<file path="src/rtl/als_sample_scheduler.sv">
// als_sample_scheduler
// Sequences ambient-light-sensor conversions: periodic or on-demand start,
// trigger/done/oe handshake with a timeout abort, sample capture and a
// block average over 2^AVG_LOG2 samples. Every output is a flop.

module als_sample_scheduler #(
    parameter int PERIOD_CYCLES  = 100_000,
    parameter int TIMEOUT_CYCLES = 16_000,
    parameter int AVG_LOG2       = 2
) (
    input  logic        clk,
    input  logic        rst,
    input  logic        enable,
    input  logic        req,
    input  logic        clear_err,
    input  logic        als_done,
    input  logic [31:0] als_data,
    output logic        als_trigger,
    output logic        als_oe,
    output logic [7:0]  sample,
    output logic        sample_valid,
    output logic [7:0]  avg,
    output logic        avg_valid,
    output logic        busy,
    output logic        timeout_err
);

    localparam int PER_W = (PERIOD_CYCLES > 1) ? $clog2(PERIOD_CYCLES) : 1;
    localparam int TMO_W = (TIMEOUT_CYCLES > 1) ? $clog2(TIMEOUT_CYCLES) : 1;
    localparam int ACC_W = 8 + AVG_LOG2;
    localparam int CNT_W = (AVG_LOG2 > 0) ? AVG_LOG2 : 1;

    localparam logic [PER_W-1:0] PER_LAST = PER_W'(PERIOD_CYCLES - 1);
    localparam logic [TMO_W-1:0] TMO_LAST = TMO_W'(TIMEOUT_CYCLES - 1);
    localparam logic [CNT_W-1:0] BLK_LAST = CNT_W'((1 << AVG_LOG2) - 1);

    typedef enum logic [1:0] {
        ST_IDLE = 2'd0,
        ST_WAIT = 2'd1,
        ST_READ = 2'd2
    } state_e;

    state_e             state_r;
    state_e             state_s;
    logic [PER_W-1:0]   per_cnt_r;
    logic [TMO_W-1:0]   tmo_cnt_r;
    logic [TMO_W-1:0]   tmo_cnt_s;
    logic               pending_r;
    logic               done_q_r;
    logic [ACC_W-1:0]   acc_r;
    logic [ACC_W-1:0]   acc_s;
    logic [ACC_W-1:0]   sum_s;
    logic [CNT_W-1:0]   blk_cnt_r;
    logic [CNT_W-1:0]   blk_cnt_s;

    logic               als_trigger_r;
    logic               als_trigger_s;
    logic               als_oe_r;
    logic               als_oe_s;
    logic [7:0]         sample_r;
    logic [7:0]         sample_s;
    logic               sample_valid_r;
    logic               sample_valid_s;
    logic [7:0]         avg_r;
    logic [7:0]         avg_s;
    logic               avg_valid_r;
    logic               avg_valid_s;
    logic               busy_r;
    logic               timeout_err_r;
    logic               err_set_s;

    logic               tick_s;
    logic               start_s;
    logic               done_rise_s;
    logic               unused_s;

    // Only the low byte of the sensor bus carries the light sample.
    assign unused_s    = ^als_data[31:8];

    assign tick_s      = enable & (per_cnt_r == PER_LAST);
    assign start_s     = req | tick_s | pending_r;
    assign done_rise_s = als_done & ~done_q_r;
    assign sum_s       = acc_r + ACC_W'(als_data[7:0]);

    assign als_trigger  = als_trigger_r;
    assign als_oe       = als_oe_r;
    assign sample       = sample_r;
    assign sample_valid = sample_valid_r;
    assign avg          = avg_r;
    assign avg_valid    = avg_valid_r;
    assign busy         = busy_r;
    assign timeout_err  = timeout_err_r;

    // Period counter: runs only while enabled, wraps after the tick cycle.
    always_ff @(posedge clk) begin
        if (rst) begin
            per_cnt_r <= '0;
        end else if (!enable) begin
            per_cnt_r <= '0;
        end else if (per_cnt_r == PER_LAST) begin
            per_cnt_r <= '0;
        end else begin
            per_cnt_r <= per_cnt_r + PER_W'(1);
        end
    end

    // Done edge history and the single merged pending-start slot.
    always_ff @(posedge clk) begin
        if (rst) begin
            done_q_r  <= 1'b0;
            pending_r <= 1'b0;
        end else begin
            done_q_r <= als_done;
            if (state_r != ST_IDLE) begin
                pending_r <= pending_r | req | tick_s;
            end else begin
                // IDLE either accepts the start now or there was nothing pending.
                pending_r <= 1'b0;
            end
        end
    end

    // Next-state and next-output logic for the conversion sequencer.
    always_comb begin
        state_s        = state_r;
        tmo_cnt_s      = tmo_cnt_r;
        als_trigger_s  = als_trigger_r;
        als_oe_s       = 1'b0;
        sample_s       = sample_r;
        sample_valid_s = 1'b0;
        avg_s          = avg_r;
        avg_valid_s    = 1'b0;
        acc_s          = acc_r;
        blk_cnt_s      = blk_cnt_r;
        err_set_s      = 1'b0;
        case (state_r)
            ST_IDLE: begin
                if (start_s) begin
                    state_s       = ST_WAIT;
                    als_trigger_s = 1'b1;
                    tmo_cnt_s     = '0;
                end else begin
                    als_trigger_s = 1'b0;
                end
            end
            ST_WAIT: begin
                if (done_rise_s) begin
                    state_s       = ST_READ;
                    als_trigger_s = 1'b0;
                    als_oe_s      = 1'b1;
                end else if (tmo_cnt_r == TMO_LAST) begin
                    // Abort: no sample, block count untouched.
                    state_s       = ST_IDLE;
                    als_trigger_s = 1'b0;
                    err_set_s     = 1'b1;
                end else begin
                    tmo_cnt_s     = tmo_cnt_r + TMO_W'(1);
                end
            end
            ST_READ: begin
                state_s        = ST_IDLE;
                als_trigger_s  = 1'b0;
                sample_s       = als_data[7:0];
                sample_valid_s = 1'b1;
                if (blk_cnt_r == BLK_LAST) begin
                    avg_s       = 8'(sum_s >> AVG_LOG2);
                    avg_valid_s = 1'b1;
                    acc_s       = '0;
                    blk_cnt_s   = '0;
                end else begin
                    acc_s       = sum_s;
                    blk_cnt_s   = blk_cnt_r + CNT_W'(1);
                end
            end
            default: begin
                state_s       = ST_IDLE;
                als_trigger_s = 1'b0;
            end
        endcase
    end

    // Sequencer state, datapath and output registers.
    always_ff @(posedge clk) begin
        if (rst) begin
            state_r        <= ST_IDLE;
            tmo_cnt_r      <= '0;
            acc_r          <= '0;
            blk_cnt_r      <= '0;
            als_trigger_r  <= 1'b0;
            als_oe_r       <= 1'b0;
            sample_r       <= 8'h00;
            sample_valid_r <= 1'b0;
            avg_r          <= 8'h00;
            avg_valid_r    <= 1'b0;
            busy_r         <= 1'b0;
            timeout_err_r  <= 1'b0;
        end else begin
            state_r        <= state_s;
            tmo_cnt_r      <= tmo_cnt_s;
            acc_r          <= acc_s;
            blk_cnt_r      <= blk_cnt_s;
            als_trigger_r  <= als_trigger_s;
            als_oe_r       <= als_oe_s;
            sample_r       <= sample_s;
            sample_valid_r <= sample_valid_s;
            avg_r          <= avg_s;
            avg_valid_r    <= avg_valid_s;
            busy_r         <= (state_s != ST_IDLE);
            // A new abort outranks a simultaneous clear.
            timeout_err_r  <= err_set_s | (timeout_err_r & ~clear_err);
        end
    end

endmodule

</file>
<file path="config.mk">
export PLATFORM = sky130hd
export DESIGN_NAME = als_sample_scheduler
export DESIGN_NICKNAME = d
export VERILOG_FILES = /design/src/rtl/als_sample_scheduler.sv
export SDC_FILE = /design/constraint.sdc
export NUM_CORES = 1
export LEC_CHECK = 0
export ABC_AREA = 1
export BUFFER_PORTS_ARGS = -buffer_cell sky130_fd_sc_hd__buf_2
export CELL_PAD_IN_SITES_DETAIL_PLACEMENT = 1
export CELL_PAD_IN_SITES_GLOBAL_PLACEMENT = 1
export CORE_UTILIZATION = 35
export CTS_BUF_LIST = sky130_fd_sc_hd__clkbuf_4 sky130_fd_sc_hd__clkbuf_8
export DETAILED_ROUTE_END_ITERATION = 16
export PLACE_DENSITY_LB_ADDON = 0.1
export RECOVER_POWER = 100
export SETUP_SLACK_MARGIN = 0.15
export SYNTH_ARGS = -nofsm -noshare
export SYNTH_HDL_FRONTEND = slang
export SYNTH_SLANG_ARGS = --single-unit
</file>
<file path="constraint.sdc">
create_clock -name clk -period 1.71 [get_ports clk]
set_input_delay 0.171 -clock clk [delete_from_list [all_inputs] [get_ports clk]]
set_output_delay 0.171 -clock clk [all_outputs]
set_load 0.02 [all_outputs]
</file>
==> results_dict.tcl <==
set metrics [dict create \
    status "complete, no violations" \
    cts_max_path_buffers 2 \
    drtAntennaViolNets 0 \
    dp_hpwl_um 6540 \
    yosysWarnings 0 \
    antenna_found_initial 0 \
    fin_total_pwr_mw 3.65 \
    nets 609 \
    regArea_um2 1410 \
    drc 0 \
    hold_buffers 0 \
    crit_path_max_fanout 3 \
    crit_path_end_kind "flip-flop" \
    avgSynthCellArea_um2 7.30 \
    grt_pass1_wl_um 16100 \
    start_util 0.367 \
    h-tree-depth 3 \
    skew_ns 0.0106 \
    worst_pin_slew_ns 0.613 \
    core_um2 9420 \
    relSlewSlack 0.590 \
    tns_ns 0 \
    vias_per_cell 4.85 \
    multiInputGateArea_um2 2220 \
    r2r_setup_slack_ns 0.07 \
    r2r_end "avg[6]" \
    grtUsageTotal 0.202 \
    area_growth_pct 35.8 \
    path_class "reg2reg" \
    ys_seq_area_frac 0.399 \
    ys_seq_elements 69 \
    synth-adder-area-share 0.0456 \
    die_x_um 101 \
    grt_start_max_net_pins 30 \
    period_share 0.958 \
    arrival_ns 1.90 \
    clk_pin_slew_ns 0.09 \
    maxCapViolCount 0 \
    synth-compound-area-share 0.111 \
    vias 3359 \
    vdd_drop_max_v 0.000368 \
    yosysUniqueCellTypes 37 \
    yosys-top-cells-area "dfxtp_1 (40%), nand2_1 (12%), nor2_1 (8.1%), nand3_1 (4.5%), a21oi_1 (4.3%)" \
    hold_viol_final 0 \
    grt_pass1_vias 3413 \
    gp_congestion 0.772 \
    cp_data_required_time_ns 1.97 \
    synthMuxAreaShare 0 \
    synth_top_cell_area_share 0.399 \
    clk_latency_ns 0.35 \
    netlist_area_um2 3460 \
    n_fill_cell 1183 \
    synthArstFlopShare 0 \
    slew_violations 0 \
    fp.dieH_um 101 \
    gr-total-overflow 0 \
    synth_common_cells "nand2_1 (109), nor2_1 (75), dfxtp_1 (69), inv_1 (33), nand3_1 (31)" \
    reg2reg_from "acc_r[0]" \
    cts_tree "yes" \
    synth_edf_count 0 \
    cts-root-buf "clkbuf_8" \
    routed_wl_um 10200 \
    max_freq_ghz 0.610 \
    syn_nets 524 \
    syn_inst 474 \
    period_needed_ns 1.64 \
    min-delay-start "als_done" \
    startpoint_type "flip-flop" \
    yosysTopAreaCell "dfxtp_1" \
    drtPass1Iterations 5 \
    synth-xor-area-share 0.0380 \
    rr_worst_depth 9 \
    p_leak_nw 1.94 \
    die_area_um2 10300 \
    holdPathEnd "done_q_r" \
    powerDensity_nw_per_um2 776 \
    synth_ff_type "dfxtp_1" \
    synthSimpleGateAreaFrac 0.347 \
    synth_most_common_cell "nand2_1" \
    clkSinkCount 69 \
    rsz0062_at_grt "true" \
    wl_per_cell_um 14.7 \
    ios 60 \
    drt_iter0_drc 59 \
    setup-violations-final 0 \
    holdPathStages 3 \
    cts_inserted_buffers 9 \
    drive_gt1_frac 0.305 \
    diodes 0 \
    io_buffers 35 \
    core.rowCount 35 \
    synth_top_family_by_area "simple AND/OR/NAND/NOR gates" \
    hp-class "in2reg" \
]
[state kept, by name (all words and copies together) (netlist names)]
name          count
als_oe            1
avg               8
sample_valid      1
per_cnt_r        17
done_q_r          1
als_trigger       1
busy              1
avg_valid         1
pending_r         1
blk_cnt_r         2
tmo_cnt_r        14
sample            8
acc_r            10
state_r           2
timeout_err       1
[cells by family (layout without fill, tap and decap cells)]
family / after synthesis / in the layout
AND/OR/NAND/NOR: 260 / 263
flip-flops: 69 / 69
AO/OA/AOI/OAI: 67 / 67
buffers and inverters: 51 / 138
XOR/XNOR: 15 / 15
adder cells (fa/ha/maj): 12 / 12
[power breakdown]
group          internal (mW)  leakage (nW)  switching (mW)
clock                  0.861         0.111           0.696
combinational          0.165          1.26           0.262
sequential              1.64         0.566          0.0235
[layout by cell type, fill, tap and decap left out, drive strengths merged, types with 13 or more instances in the layout]
| cell | Yosys | final |
|---|---|---|
| clkbuf | 9 | 40 |
| nand2 | 120 | 123 |
| dfxtp | 69 | 69 |
| inv | 37 | 37 |
| buf | 3 | 54 |
| o21ai | 19 | 19 |
| a21oi | 33 | 33 |
| nor2 | 83 | 83 |
| xor2 | 13 | 13 |
| nand3 | 32 | 32 |
[layout make-up]
| class | instances | area share |
|---|---|---|
| clock buffer | 11 | 0.0296 |
| clock inverter | 5 | 0.0181 |
| inverter | 39 | 0.0320 |
| multi-input combinational | 357 | 0.473 |
| sequential | 69 | 0.299 |
| tap | 129 | 0.0344 |
| timing repair buffer | 83 | 0.113 |
[layer usage]
metal	track usage	up-vias	share of wire
met5	0	-	0
met4	0.0647	0	0.010
met3	0.0352	7	0.019
met2	0.368	31	0.53
met1	0.240	1622	0.44
li1	-	1699	-
[critical path: stages, from the launching register on]
cell and delay (ns):
dfxtp_1 0.35, ha_4 0.17, fa_2 0.34, nand3_2 0.10
nand2_4 0.07, nand4_1 0.10, nand3b_1 0.15, nand2_1 0.12
a21o_1 0.11, inv_1 0.04
[what timing repair did]
item                                    4_1_cts  5_1_grt
pin swaps                                    12       44
endpoints found under the hold margin         0        0
buffers inserted                              7       15
endpoints found under the setup margin       33       50
gates resized for setup                      29       70
gates cloned                                  3        0
[worst max-delay path by stage]
| stage | start | end | slack (ns) | depth (start not counted) |
|---|---|---|---|---|
| 2_1_floorplan | tmo_cnt_r[0] | tmo_cnt_r[1] | 0.17 | 11 |
| 3_3_place_gp | als_data[0] | avg[4] | 0.05 | 10 |
| 3_5_place_dp | als_data[4] | avg[7] | 0.03 | 10 |
| 4_1_cts | acc_r[0] | acc_r[6] | 0.06 | 9 |
| 5_1_grt | tmo_cnt_r[0] | tmo_cnt_r[7] | -0.04 | 9 |
| 6_report | acc_r[0] | avg[6] | 0.07 | 9 |
[stage by stage]
stage	instance area, um^2	std cells	hold slack (ns)	utilization	worst slack (ns)
6_report	4700	693	0.0450	0.499	0.0713
5_1_grt	4700	693	0.0336	0.499	-0.0434
4_1_cts	4390	678	0.0358	0.467	0.0574
3_5_place_dp	3940	652	0.413	0.418	0.0309
3_3_place_gp	3940	652	0.395	0.418	0.0456
2_1_floorplan	3460	474	0.296	-	0.166
(Power assumes the default switching activity.)
